--- src/rtl/ct_cp0_rst_inv_seq.sv ---
// ct_cp0_rst_inv_seq: sweeps every icache index through an invalidate handshake and
// invalidates the BHT on the IFU reset-invalidate request; captures the reset vector base.
module ct_cp0_rst_inv_seq #(
  parameter int INDEX_W = 8
) (
  input  logic               forever_cpuclk,
  input  logic               cpurst_b,
  input  logic               cp0_yy_clk_en,
  input  logic               cp0_ifu_icg_en,
  input  logic               pad_yy_icg_scan_en,
  input  logic               ifu_cp0_rst_inv_req,
  input  logic               ifu_cp0_rst_mrvbr_req,
  input  logic [39:0]        pad_cpu_rvba,
  input  logic               icache_cp0_inv_ack,
  input  logic               bht_cp0_inv_done,
  output logic               cp0_ifu_rst_inv_done,
  output logic [39:0]        cp0_ifu_rvbr,
  output logic               cp0_icache_inv_vld,
  output logic [INDEX_W-1:0] cp0_icache_inv_idx,
  output logic               cp0_bht_inv_req,
  output logic               cp0_rst_inv_busy
);
  typedef enum logic [1:0] {IDLE, SWEEP, WAIT_BHT} state_t;
  state_t             r_state, w_next;
  logic [INDEX_W-1:0] r_idx_cnt;
  logic               r_bht_flag, r_done, r_bht_req;
  logic [39:0]        r_rvbr;
  logic               w_local_en, w_clk_en, w_ack, w_last, w_cmplt, w_vld, w_busy;
  // Clock-enable form of the gated clock cell: flops only update when something can change.
  assign w_local_en = ifu_cp0_rst_inv_req | ifu_cp0_rst_mrvbr_req | bht_cp0_inv_done | (r_state != IDLE);
  assign w_clk_en   = (cp0_yy_clk_en & (cp0_ifu_icg_en | w_local_en)) | pad_yy_icg_scan_en;
  assign w_ack      = (r_state == SWEEP) & icache_cp0_inv_ack;
  assign w_last     = &r_idx_cnt;
  assign w_cmplt    = ~ifu_cp0_rst_inv_req & ((w_ack & w_last & (r_bht_flag | bht_cp0_inv_done)) |
                                              ((r_state == WAIT_BHT) & bht_cp0_inv_done));
  always_ff @(posedge forever_cpuclk or negedge cpurst_b)
    if (!cpurst_b) r_state <= IDLE;
    else if (w_clk_en) r_state <= w_next;
  always_comb begin
    w_next = ifu_cp0_rst_inv_req ? SWEEP :
             (w_ack & w_last) ? ((r_bht_flag | bht_cp0_inv_done) ? IDLE : WAIT_BHT) :
             ((r_state == WAIT_BHT) & bht_cp0_inv_done) ? IDLE : r_state;
  end
  always_comb begin
    w_vld  = r_state == SWEEP;
    w_busy = r_state != IDLE;
  end
  always_ff @(posedge forever_cpuclk or negedge cpurst_b)
    if (!cpurst_b) begin
      r_idx_cnt  <= '0;
      r_bht_flag <= 1'b0;
      r_done     <= 1'b0;
      r_bht_req  <= 1'b0;
      r_rvbr     <= '0;
    end else if (w_clk_en) begin
      r_idx_cnt  <= ifu_cp0_rst_inv_req ? '0 : (w_ack & ~w_last) ? r_idx_cnt + 1'b1 : r_idx_cnt;
      r_bht_flag <= ifu_cp0_rst_inv_req ? 1'b0 : (bht_cp0_inv_done & w_busy) ? 1'b1 : r_bht_flag;
      r_done     <= ifu_cp0_rst_inv_req ? 1'b0 : w_cmplt ? 1'b1 : r_done;
      r_bht_req  <= ifu_cp0_rst_inv_req ? 1'b1 : bht_cp0_inv_done ? 1'b0 : r_bht_req;
      r_rvbr     <= ifu_cp0_rst_mrvbr_req ? {pad_cpu_rvba[39:2], 2'b00} : r_rvbr;
    end
  assign cp0_ifu_rst_inv_done = r_done;
  assign cp0_ifu_rvbr         = r_rvbr;
  assign cp0_icache_inv_vld   = w_vld;
  assign cp0_icache_inv_idx   = w_vld ? r_idx_cnt : '0;
  assign cp0_bht_inv_req      = r_bht_req;
  assign cp0_rst_inv_busy     = w_busy;
endmodule

--- config.mk ---
export PLATFORM = sky130hd
export DESIGN_NAME = ct_cp0_rst_inv_seq
export DESIGN_NICKNAME = d
export VERILOG_FILES = /design/src/rtl/ct_cp0_rst_inv_seq.sv
export SDC_FILE = /design/constraint.sdc
export NUM_CORES = 1
export LEC_CHECK = 0
export CAP_MARGIN = 20
export CORE_MARGIN = 2
export CORE_UTILIZATION = 37
export DETAILED_ROUTE_END_ITERATION = 10
export PLACE_DENSITY = 0.77
export SYNTH_ARGS = -nofsm -noshare
export SYNTH_HDL_FRONTEND = slang
export SYNTH_SLANG_ARGS = --single-unit
--- constraint.sdc ---
create_clock -name forever_cpuclk -period 1.7 [get_ports forever_cpuclk]
set_input_delay 0.17 -clock forever_cpuclk [delete_from_list [all_inputs] [get_ports forever_cpuclk]]
set_output_delay 0.17 -clock forever_cpuclk [all_outputs]
set_load 0.01 [all_outputs]
==> flow_summary_export.csv, run 1 <==
group,metric,value,unit
routing,dr.first_iter.drc_count,77,
synth,synth_largest_area_cell,"sky130_fd_sc_hd__dfrtp_1",
timing,finalWorstPathRequiredPeriod,1.70,ns
power_and_ir_drop,leakagePower,0.00153,uW
placement,dp.final_hpwl,3940,um
routing,post-route-drc-count,0,
timing,slew_viol_final,0,
clock_tree,clk_pin_slew_worst_paths,0.09,ns
clock_tree,cts_root_buffer,"sky130_fd_sc_hd__clkbuf_8",
outcome,run_status,"finished, final reports clean",
timing,timing.final.ws_setup,0.00306,ns
timing,tightest_slew,0.513,ns
synth,synth.cell_area,2230,um2
critical_path,timing.critical_path.to_type,"register",
final_layout,multi_input_area,932,um2
synth,ys_dominant_reg_cell,"sky130_fd_sc_hd__dfrtp_1",
clock_tree,total_cts_buffers,5,
timing,grt_setup_unrepaired,"true",
routing,ant_nets,0,
synth,post_synth_main_area_contributors,"sky130_fd_sc_hd__dfrtp_1 (57%), sky130_fd_sc_hd__mux2_2 (19%), sky130_fd_sc_hd__and2_1 (2.5%), sky130_fd_sc_hd__nand2_1 (2.4%), sky130_fd_sc_hd__o41ai_1 (1.6%)",
synth,combinational_family_with_the_most_area_after_synthesis,"multiplexers",
placement,pre_cts_slack,-0.235,ns
clock_tree,clock_path_buffers,2,
final_layout,post_route_cells_drive_above_1_share,29.9,%
synth,synth-adder-area-share,0.560,%
timing,hold_violations,0,
global_route,wire_length_of_the_first_global_routing_pass,8090,um
timing,total_setup_violations_reported_at_the_end_of_the_flow,0,
placement,numPortBuffers,96,
synth,async_reset_ff_share,100,%
global_route,track_usage,15.6,%
global_route,grt_antenna_before_repair,0,
synth,post_synth_and_or_nand_nor_area_fraction,12.4,%
critical_path,timing.critical_path.from_type,"register",
routing,firstDrtPassIters,4,
clock_tree,htree_num_levels,2,
power_and_ir_drop,powerDensity,799,nW/um2
timing,max-slew-margin-rel,65.8,%
clock_tree,tritoncts,"done",
routing,drt-total-wl,5340,um
timing,post-route-period-util,99.8,%
timing,timing.clock.skew,0.00233,ns
power_and_ir_drop,ir_drop,0.591,mV
timing,fmaxAchievable,589,MHz
routing,routed_via_density,4.87,
critical_path,path_class,"register to register",
final_layout,seqCellArea,1280,um2
floorplanning,floorplan.die.height,81.7,um
synth,synth.ff_latch_count,51,
global_route,grt_start_max_net_pins,32,
final_layout,finalNetCount,343,
floorplanning,row_count,28,
final_layout,nFillCells,513,
final_layout,antenna-diode-count,0,
flow_run,timing.max_cap.violations,0,
floorplanning,floorplan.die.width,81.7,um
global_route,first_global_vias,1804,
routing,via_count,1796,
final_layout,layout-area-overhead-vs-synth,59.6,%
floorplanning,ioPinCount,101,
critical_path,critical_path_required_time,1.93,ns
clock_tree,numClockSinks,51,
floorplanning,effective_utilization_at_floorplan,37.9,%
synth,syn-instance-count,174,
synth,share_of_the_yosys_chip_area_belonging_to_registers,57.1,%
final_layout,finalCoreUtilization,60.5,%
placement,routabilityCongestion,0.803,
synth,yosys.area_share.xor_xnor,0,%
global_route,grt_overflow_total,0,
synth,netlist.area_leader.share,57.1,%
synth,post_synth_edffs,0,
synth,synth_mux_area_share,19.6,%
synth,yosys_warning_total,0,
routing,drt-wirelength-per-cell,14.5,um
floorplanning,die-area,6670,um2
critical_path,worst_ep_arrival_time,1.93,ns
synth,synthesis.area_per_instance,12.8,um2
synth,synth.lib_cells_used.distinct,37,
synth,synth_compound_area_share,6.61,%
min_path,worstHoldPathType,"input pin to asynchronous set/reset pin",
power_and_ir_drop,power.total,2850,uW
floorplanning,design.core.area,5890,um2
critical_path,critical_path.max_fanout,3,
critical_path,worst_reg2reg_setup_slack,0.003,ns
clock_tree,clk_latency,0.30,ns
-- per-layer routing --
| layer | vias up | GRT usage, % | part of all wire (%) |
|---|---|---|---|
| li1 | 855 | - | - |
| met3 | 4 | 6.04 | 8.8 |
| met4 | 0 | 3.50 | 0.54 |
| met5 | - | 0 | 0 |
| met2 | 72 | 26.0 | 49 |
| met1 | 865 | 19.4 | 42 |
-- worst max-delay path, cell delays in order, from the launching register on --
cell and delay (ns):
sky130_fd_sc_hd__dfrtp_1 0.38, sky130_fd_sc_hd__nand2b_4 0.15, sky130_fd_sc_hd__or4_4 0.54, sky130_fd_sc_hd__or4_4 0.43, sky130_fd_sc_hd__a21oi_2 0.13
-- stage by stage --
stage	hold WS (ns)	cells	area [um2]	setup TNS, ns
floorplan	-0.126	175	2240	0
global placement	0.169	357	3410	-5.65
detailed placement	0.173	357	3410	-6.54
CTS	0.382	369	3540	-0.00136
global route	0.415	369	3560	-0.160
finish	0.365	369	3560	0
-- layout make-up --
class | count | area share [%]
Tap cell | 75 | 2.63
Multi-Input combinational cell | 112 | 26.2
Timing Repair Buffer | 120 | 32.4
Inverter | 3 | 0.316
Sequential cell | 51 | 35.8
Clock inverter | 1 | 0.246
Clock buffer | 7 | 2.42
-- cell usage in the layout (no fill, tap or decap), drive strengths merged, types with 2 or more instances in the layout --
master,netlist,layout
and2,11,11
or3,2,2
mux2,38,38
clkdlybuf4s50,0,85
and3,2,3
o41ai,4,4
buf,9,24
or4,4,4
dlygate4sd2,0,10
dfrtp,51,51
nand3,4,4
clkbuf,1,7
conb,1,2
o31ai,2,2
inv,3,3
nand2b,2,2
nor4,2,2
or2,2,2
nor2,3,3
nand2,14,14
o21ai,4,4
a21oi,4,4
-- kinds of logic after synthesis --
| kind of cell | after synthesis |
|---|---|
| AO/OA/AOI/OAI | 21 |
| adder cells (fa/ha/maj) | 1 |
| buffers and inverters | 13 |
| flip-flops | 51 |
| multiplexers | 39 |
| other | 1 |
| AND/OR/NAND/NOR | 48 |
-- sequential cells by signal (all words and copies together) (netlist names) --
signal	count
cp0_ifu_rvbr	38
r_idx_cnt	8
r_state	2
cp0_bht_inv_req	1
cp0_ifu_rst_inv_done	1
r_bht_flag	1
-- cell usage after synthesis, types with 2 or more instances --
| library cell | n |
|---|---|
| sky130_fd_sc_hd__buf_4 | 2 |
| sky130_fd_sc_hd__buf_6 | 2 |
| sky130_fd_sc_hd__nand3_1 | 4 |
| sky130_fd_sc_hd__buf_2 | 5 |
| sky130_fd_sc_hd__o41ai_1 | 4 |
| sky130_fd_sc_hd__o21ai_0 | 4 |
| sky130_fd_sc_hd__mux2_2 | 38 |
| sky130_fd_sc_hd__o31ai_1 | 2 |
| sky130_fd_sc_hd__a21oi_1 | 4 |
| sky130_fd_sc_hd__nand2_1 | 14 |
| sky130_fd_sc_hd__or2_2 | 2 |
| sky130_fd_sc_hd__inv_1 | 3 |
| sky130_fd_sc_hd__or3_1 | 2 |
| sky130_fd_sc_hd__and2_2 | 2 |
| sky130_fd_sc_hd__nor4_1 | 2 |
| sky130_fd_sc_hd__and2_1 | 9 |
| sky130_fd_sc_hd__dfrtp_1 | 51 |
| sky130_fd_sc_hd__or4_1 | 3 |
| sky130_fd_sc_hd__nor2_1 | 3 |
-- what timing repair did --
item                                    in CTS  in global routing
hold endpoints to repair                    20                  0
hold buffers                                 1                  0
gates resized for setup                     14                  7
buffers inserted                             2                  0
endpoints found under the setup margin      12                  5
pin swaps                                    3                  1
gates cloned                                 1                  0
-- where the power goes --
| part | leakage [uW] | switching, uW | internal (uW) |
|---|---|---|---|
| clock | 0.0000484 | 397 | 334 |
| combinational | 0.000863 | 250 | 457 |
| sequential | 0.000616 | 64.6 | 1340 |
| total | 0.00153 | 712 | 2130 |
-- path summary, 6_finish.rpt --
kind | startpoint | to | cells past startpoint
hold / removal | cpurst_b | r_idx_cnt[6]$_DFFE_PN0P_ | 2
setup reg to reg | r_state[1]$_DFFE_PN0P_ | r_idx_cnt[5]$_DFFE_PN0P_ | 4
hold reg to reg | cp0_bht_inv_req$_DFFE_PN0P_ | cp0_bht_inv_req$_DFFE_PN0P_ | 2
max in group asynchronous | cpurst_b | cp0_ifu_rvbr[10]$_DFFE_PN0P_ | 3
setup / recovery | r_state[1]$_DFFE_PN0P_ | r_idx_cnt[5]$_DFFE_PN0P_ | 4
min in group forever_cpuclk | pad_cpu_rvba[15] | cp0_ifu_rvbr[15]$_DFFE_PN0P_ | 2
(Power assumes the default switching activity.)
==> inputs of run 2 (changes only) <==
--- a/config.mk
+++ b/config.mk
@@ -6,7 +6,7 @@
 export NUM_CORES = 1
 export LEC_CHECK = 0
 export CAP_MARGIN = 20
-export CORE_MARGIN = 2
+export CORE_MARGIN = 5
 export CORE_UTILIZATION = 37
 export DETAILED_ROUTE_END_ITERATION = 10
 export PLACE_DENSITY = 0.77
==> flow_summary_export.csv, run 2 (same netlist as run 1, synthesis figures left out) <==
group,metric,value,unit
routing,via_count,1806,
clock_tree,numClockSinks,51,
final_layout,multi_input_area,921,um2
final_layout,antenna-diode-count,0,
final_layout,finalCoreUtilization,60.5,%
timing,total_setup_violations_reported_at_the_end_of_the_flow,0,
routing,ant_nets,0,
power_and_ir_drop,leakagePower,0.00151,uW
floorplanning,floorplan.die.height,87.7,um
routing,firstDrtPassIters,4,
timing,timing.hold.ws,0.357,ns
clock_tree,clk_pin_slew_worst_paths,0.09,ns
timing,hold_violations,0,
timing,post-route-period-util,98.4,%
routing,drt-wirelength-per-cell,14.9,um
clock_tree,tritoncts,"done",
floorplanning,floorplan.die.width,87.7,um
final_layout,layout.cells.most_common_list,"sky130_fd_sc_hd__clkdlybuf4s50_1 (85), sky130_fd_sc_hd__dfrtp_1 (51), sky130_fd_sc_hd__mux2_2 (38), sky130_fd_sc_hd__buf_4 (21), sky130_fd_sc_hd__nand2_1 (13)",
timing,timing.final.ws_setup,0.0269,ns
final_layout,finalNetCount,342,
final_layout,nFillCells,505,
timing,fmaxAchievable,598,MHz
final_layout,max_ffs_per_register,38,
clock_tree,total_cts_buffers,5,
global_route,grt_start_max_net_pins,33,
routing,post-route-drc-count,0,
global_route,grt_antenna_before_repair,0,
critical_path,crit_path_max_incr_delay,0.50,ns
placement,placed_cells,356,
timing,totalNegativeSetupSlack,0,ns
placement,routabilityCongestion,0.848,
power_and_ir_drop,ir_drop,0.485,mV
critical_path,ordered_list_of_cells_on_the_worst_path,"ha_2 > and2_4 > and3_4 > or4_4 > a21oi_1",
critical_path,crit_path_top_delay_cell,"sky130_fd_sc_hd__or4_4",
clock_tree,clock_path_buffers,2,
floorplanning,ioPinCount,101,
routing,drt-total-wl,5470,um
global_route,track_usage,15.3,%
timing,grt_setup_unrepaired,"true",
placement,dp.final_hpwl,4250,um
final_layout,final_common_cell,"sky130_fd_sc_hd__clkdlybuf4s50_1",
critical_path,timing.critical_path.to_type,"register",
clock_tree,htree_num_levels,2,
floorplanning,row_count,28,
final_layout,layout-area-overhead-vs-synth,59.4,%
routing,dr.first_iter.drc_count,70,
global_route,wire_length_of_the_first_global_routing_pass,9210,um
final_layout,final_cells,367,
critical_path,critical_path.max_fanout,7,
routing,routed_via_density,4.92,
global_route,first_global_vias,2002,
timing,timing.clock.skew,0.00193,ns
floorplanning,design.core.area,5890,um2
outcome,run_status,"finished, final reports clean",
floorplanning,effective_utilization_at_floorplan,37.9,%
timing,finalWorstPathRequiredPeriod,1.67,ns
final_layout,post_route_cells_drive_above_1_share,28.8,%
clock_tree,clk_latency,0.29,ns
power_and_ir_drop,powerDensity,820,nW/um2
placement,pre_cts_slack,-0.202,ns
flow_run,timing.max_cap.violations,0,
critical_path,critical_path_required_time,1.93,ns
critical_path,path_class,"register to register",
global_route,grt_overflow_total,0,
critical_path,timing.critical_path.from_type,"register",
critical_path,worst_ep_arrival_time,1.90,ns
min_path,worstHoldPathType,"input pin to asynchronous set/reset pin",
timing,slew_viol_final,0,
placement,numPortBuffers,96,
final_layout,seqCellArea,1280,um2
clock_tree,cts_root_buffer,"sky130_fd_sc_hd__clkbuf_8",
floorplanning,die-area,7690,um2
run 2: power by group:
part	leakage (uW)	switching, uW	internal [uW]
Combinational	0.000844	254	453
Sequential	0.000616	62.2	1340
Clock	0.0000513	376	432
Total	0.00151	692	2230
run 2: final timing paths:
path	start	to	slack, ns	cells after the start
max	r_idx_cnt[0]$_DFFE_PN0P_	r_idx_cnt[6]$_DFFE_PN0P_	0.03	5
min	cpurst_b	cp0_ifu_rvbr[23]$_DFFE_PN0P_	0.36	2
max reg2reg	r_idx_cnt[0]$_DFFE_PN0P_	r_idx_cnt[6]$_DFFE_PN0P_	0.03	5
min reg2reg	cp0_bht_inv_req$_DFFE_PN0P_	cp0_bht_inv_req$_DFFE_PN0P_	0.49	2
max in group asynchronous	cpurst_b	cp0_ifu_rvbr[11]$_DFFE_PN0P_	0.81	3
min in group forever_cpuclk	pad_cpu_rvba[30]	cp0_ifu_rvbr[30]$_DFFE_PN0P_	0.48	2
run 2: final cells by class:
class | instances | area share (%)
Inverter | 3 | 0.316
Clock inverter | 1 | 0.843
Timing Repair Buffer | 120 | 32.5
Multi-Input combinational cell | 111 | 25.9
Sequential cell | 51 | 35.8
Clock buffer | 6 | 2.04
Tap cell | 75 | 2.64
run 2: metrics by stage:
| step | cell area (um2) | total power (uW) |
|---|---|---|
| 6_report | 3560 | 2920 |
| 5_1_grt | 3560 | 3090 |
| 4_1_cts | 3530 | 2970 |
| 3_5_place_dp | 3400 | 2150 |
| 3_3_place_gp | 3400 | 2130 |
| 2_1_floorplan | 2240 | 1680 |
run 2: critical path, delay by kind of cell (launching register included):
family,cells,cell delay (ns)
DFF,1,0.40
adders and majority gates,1,0.19
AOI/OAI and AO/OA,1,0.15
and+or+nand+nor,3,0.86
run 2: repair_timing:
action | CTS | global route
resized for setup | 11 | 12
hold buffers | 1 | 0
pin swaps | 1 | 2
hold endpoints to repair | 19 | 0
setup endpoints to repair | 12 | 9
setup buffers | 3 | 0
run 2: per-layer routing:
| layer | wire (um) | global-route usage, % | share of wire (%) |
|---|---|---|---|
| met1 | 2010 | 16.0 | 37 |
| met2 | 2750 | 27.1 | 50 |
| met3 | 615 | 7.62 | 11 |
| met4 | 90 | 3.91 | 1.6 |
| met5 | 0 | 0 | 0 |
==> inputs of run 3 (changes only) <==
--- a/config.mk
+++ b/config.mk
@@ -6,6 +6,7 @@
 export NUM_CORES = 1
 export LEC_CHECK = 0
 export CAP_MARGIN = 20
+export CORE_ASPECT_RATIO = 1.4
 export CORE_MARGIN = 5
 export CORE_UTILIZATION = 37
 export DETAILED_ROUTE_END_ITERATION = 10
==> flow_summary_export.csv, run 3 (same netlist as run 1, synthesis figures left out) <==
group,metric,value,unit
power_and_ir_drop,power.total,2770,uW
timing,tightest_slew,0.594,ns
placement,numPortBuffers,96,
timing,total_setup_violations_reported_at_the_end_of_the_flow,1,
routing,ant_nets,0,
critical_path,timing.critical_path.from_type,"register",
critical_path,worst_ep_arrival_time,1.98,ns
placement,routabilityCongestion,0.821,
critical_path,timing.critical_path.mode_cell,"sky130_fd_sc_hd__or4_4",
critical_path,critical_path_buf_inv_count,1,
placement,dp.final_hpwl,4360,um
critical_path,ordered_list_of_cells_on_the_worst_path,"buf_4 > nand2_1 > or4_4 > or4_4 > a21oi_2",
final_layout,final_common_cell,"sky130_fd_sc_hd__clkdlybuf4s50_1",
power_and_ir_drop,powerDensity,788,nW/um2
routing,routed.top_layer,"met4",
timing,slew_viol_final,0,
clock_tree,tritoncts,"done",
clock_tree,clock_path_buffers,2,
routing,route.met2.wl,2920,um
final_layout,layout.cells.most_common_list,"sky130_fd_sc_hd__clkdlybuf4s50_1 (85), sky130_fd_sc_hd__dfrtp_1 (51), sky130_fd_sc_hd__mux2_2 (38), sky130_fd_sc_hd__buf_4 (19), sky130_fd_sc_hd__nand2_1 (14)",
critical_path,crit_path_max_incr_delay,0.52,ns
floorplanning,die-area,7710,um2
final_layout,seqCellArea,1280,um2
final_layout,antenna-diode-count,0,
routing,routed_via_density,4.97,
global_route,grt_antenna_before_repair,0,
clock_tree,clk_pin_slew_worst_paths,0.09,ns
timing,timing.final.ws_setup,-0.0524,ns
floorplanning,effective_utilization_at_floorplan,38.1,%
global_route,grt_start_max_net_pins,28,
critical_path,timing.critical_path.to_type,"register",
outcome,failed_checks,"negative setup slack",
final_layout,post_route_cells_drive_above_1_share,29.3,%
timing,hold_violations,0,
critical_path,critical_path_required_time,1.93,ns
global_route,grt_overflow_total,0,
clock_tree,htree_num_levels,2,
final_layout,final_cells,360,
power_and_ir_drop,leakagePower,0.00151,uW
routing,drt-total-wl,5540,um
timing,finalWorstPathRequiredPeriod,1.75,ns
power_and_ir_drop,ir_drop,0.499,mV
floorplanning,floorplan.die.width,75.7,um
global_route,wire_length_of_the_first_global_routing_pass,8740,um
routing,via_count,1788,
timing,timing.clock.skew,0.00656,ns
timing,grt_setup_unrepaired,"true",
clock_tree,total_cts_buffers,5,
routing,firstDrtPassIters,4,
timing,max-slew-margin-rel,60.4,%
critical_path,crit_path_top_delay_cell,"sky130_fd_sc_hd__or4_4",
critical_path,cpLargestDelayFamily,"simple AND/OR/NAND/NOR gates",
final_layout,layout-area-overhead-vs-synth,57.4,%
clock_tree,cts_root_buffer,"sky130_fd_sc_hd__clkbuf_8",
timing,fmaxAchievable,571,MHz
outcome,run_status,"finished with violations",
timing,post-route-period-util,103,%
routing,post-route-drc-count,0,
clock_tree,numClockSinks,51,
placement,pre_cts_slack,-0.204,ns
floorplanning,ioPinCount,101,
routing,post_route_met1_wirelength,2000,um
global_route,first_global_vias,1959,
critical_path,path_class,"register to register",
routing,met3_wirelength,491,um
final_layout,finalNetCount,340,
global_route,track_usage,14.5,%
final_layout,nFillCells,502,
critical_path,critical_path.max_fanout,4,
routing,drt-wirelength-per-cell,15.4,um
clock_tree,clk_latency,0.30,ns
floorplanning,floorplan.die.height,102,um
floorplanning,design.core.area,5860,um2
placement,placed_cells,351,
final_layout,multi_input_area,922,um2
min_path,worstHoldPathType,"input pin to asynchronous set/reset pin",
routing,dr.first_iter.drc_count,60,
flow_run,timing.max_cap.violations,0,
floorplanning,row_count,33,
final_layout,max_ffs_per_register,38,
==> run 3: changes by cell type in the layout (fill, tap and decap cells not counted), moves of 2 or more <==
cell / previous run / this run
sky130_fd_sc_hd__a21oi_2: 1 / 3
sky130_fd_sc_hd__clkdlybuf4s15_1: 4 / 0
sky130_fd_sc_hd__a21oi_1: 3 / 1
sky130_fd_sc_hd__buf_4: 21 / 19
sky130_fd_sc_hd__dlygate4sd2_1: 6 / 10
==> run 3: repair_timing <==
action                                  CTS  global route
hold buffers                              1             0
hold endpoints to repair                 25             0
endpoints found under the setup margin   12             5
resized for setup                        12             7
setup buffers                             0             1
pin swaps                                 2             4
cloned                                    0             0
==> run 3: worst reg2reg max path, stage by stage (launching register included) <==
cell	delay [ns]
sky130_fd_sc_hd__dfrtp_1	0.37
sky130_fd_sc_hd__buf_4	0.12
sky130_fd_sc_hd__nand2_1	0.09
sky130_fd_sc_hd__or4_4	0.52
sky130_fd_sc_hd__or4_4	0.45
sky130_fd_sc_hd__a21oi_2	0.14
==> run 3: power breakdown <==
group / switching, uW / leakage (uW) / internal, uW
clock network: 384 / 0.0000440 / 282
registers: 62.3 / 0.000616 / 1340
logic: 251 / 0.000846 / 451
==> run 3: path summary, 6_finish.rpt <==
path	slack, ns	to	depth (start not counted)	from
hold / removal	0.41	cp0_ifu_rvbr[4]$_DFFE_PN0P_	2	cpurst_b
setup / recovery	-0.05	r_idx_cnt[5]$_DFFE_PN0P_	5	r_idx_cnt[0]$_DFFE_PN0P_
max in group asynchronous	0.64	r_state[1]$_DFFE_PN0P_	3	cpurst_b
min in group forever_cpuclk	0.48	cp0_ifu_rvbr[30]$_DFFE_PN0P_	2	pad_cpu_rvba[30]
hold reg to reg	0.49	cp0_bht_inv_req$_DFFE_PN0P_	2	cp0_bht_inv_req$_DFFE_PN0P_
setup reg to reg	-0.05	r_idx_cnt[5]$_DFFE_PN0P_	5	r_idx_cnt[0]$_DFFE_PN0P_
==> run 3: metal layers <==
metal | track usage, % | vias up
met2 | 25.8 | 69
met5 | 0 | -
li1 | - | 846
met4 | 4.17 | 0
met1 | 16.0 | 862
met3 | 5.12 | 11
==> run 3: cell type report <==
cell class                      instances  share of cell area, %
Sequential cell                        51                   36.3
Timing Repair Buffer                  118                   32.3
Multi-Input combinational cell        111                   26.2
Tap cell                               70                   2.49
Clock buffer                            5                   1.96
Clock inverter                          2                  0.391
Inverter                                3                  0.320
==> run 3: through the flow <==
step | utilization (%) | area (um2) | setup TNS [ns] | hold WS, ns
final | 60.0 | 3520 | -0.0524 | 0.410
after global routing | 60.0 | 3520 | -0.222 | 0.470
after CTS | 59.3 | 3480 | -0.00928 | 0.438
after detailed placement | 57.9 | 3390 | -4.63 | 0.220
after global placement | 57.9 | 3390 | -4.06 | 0.213
after floorplan | - | 2240 | 0 | -0.126
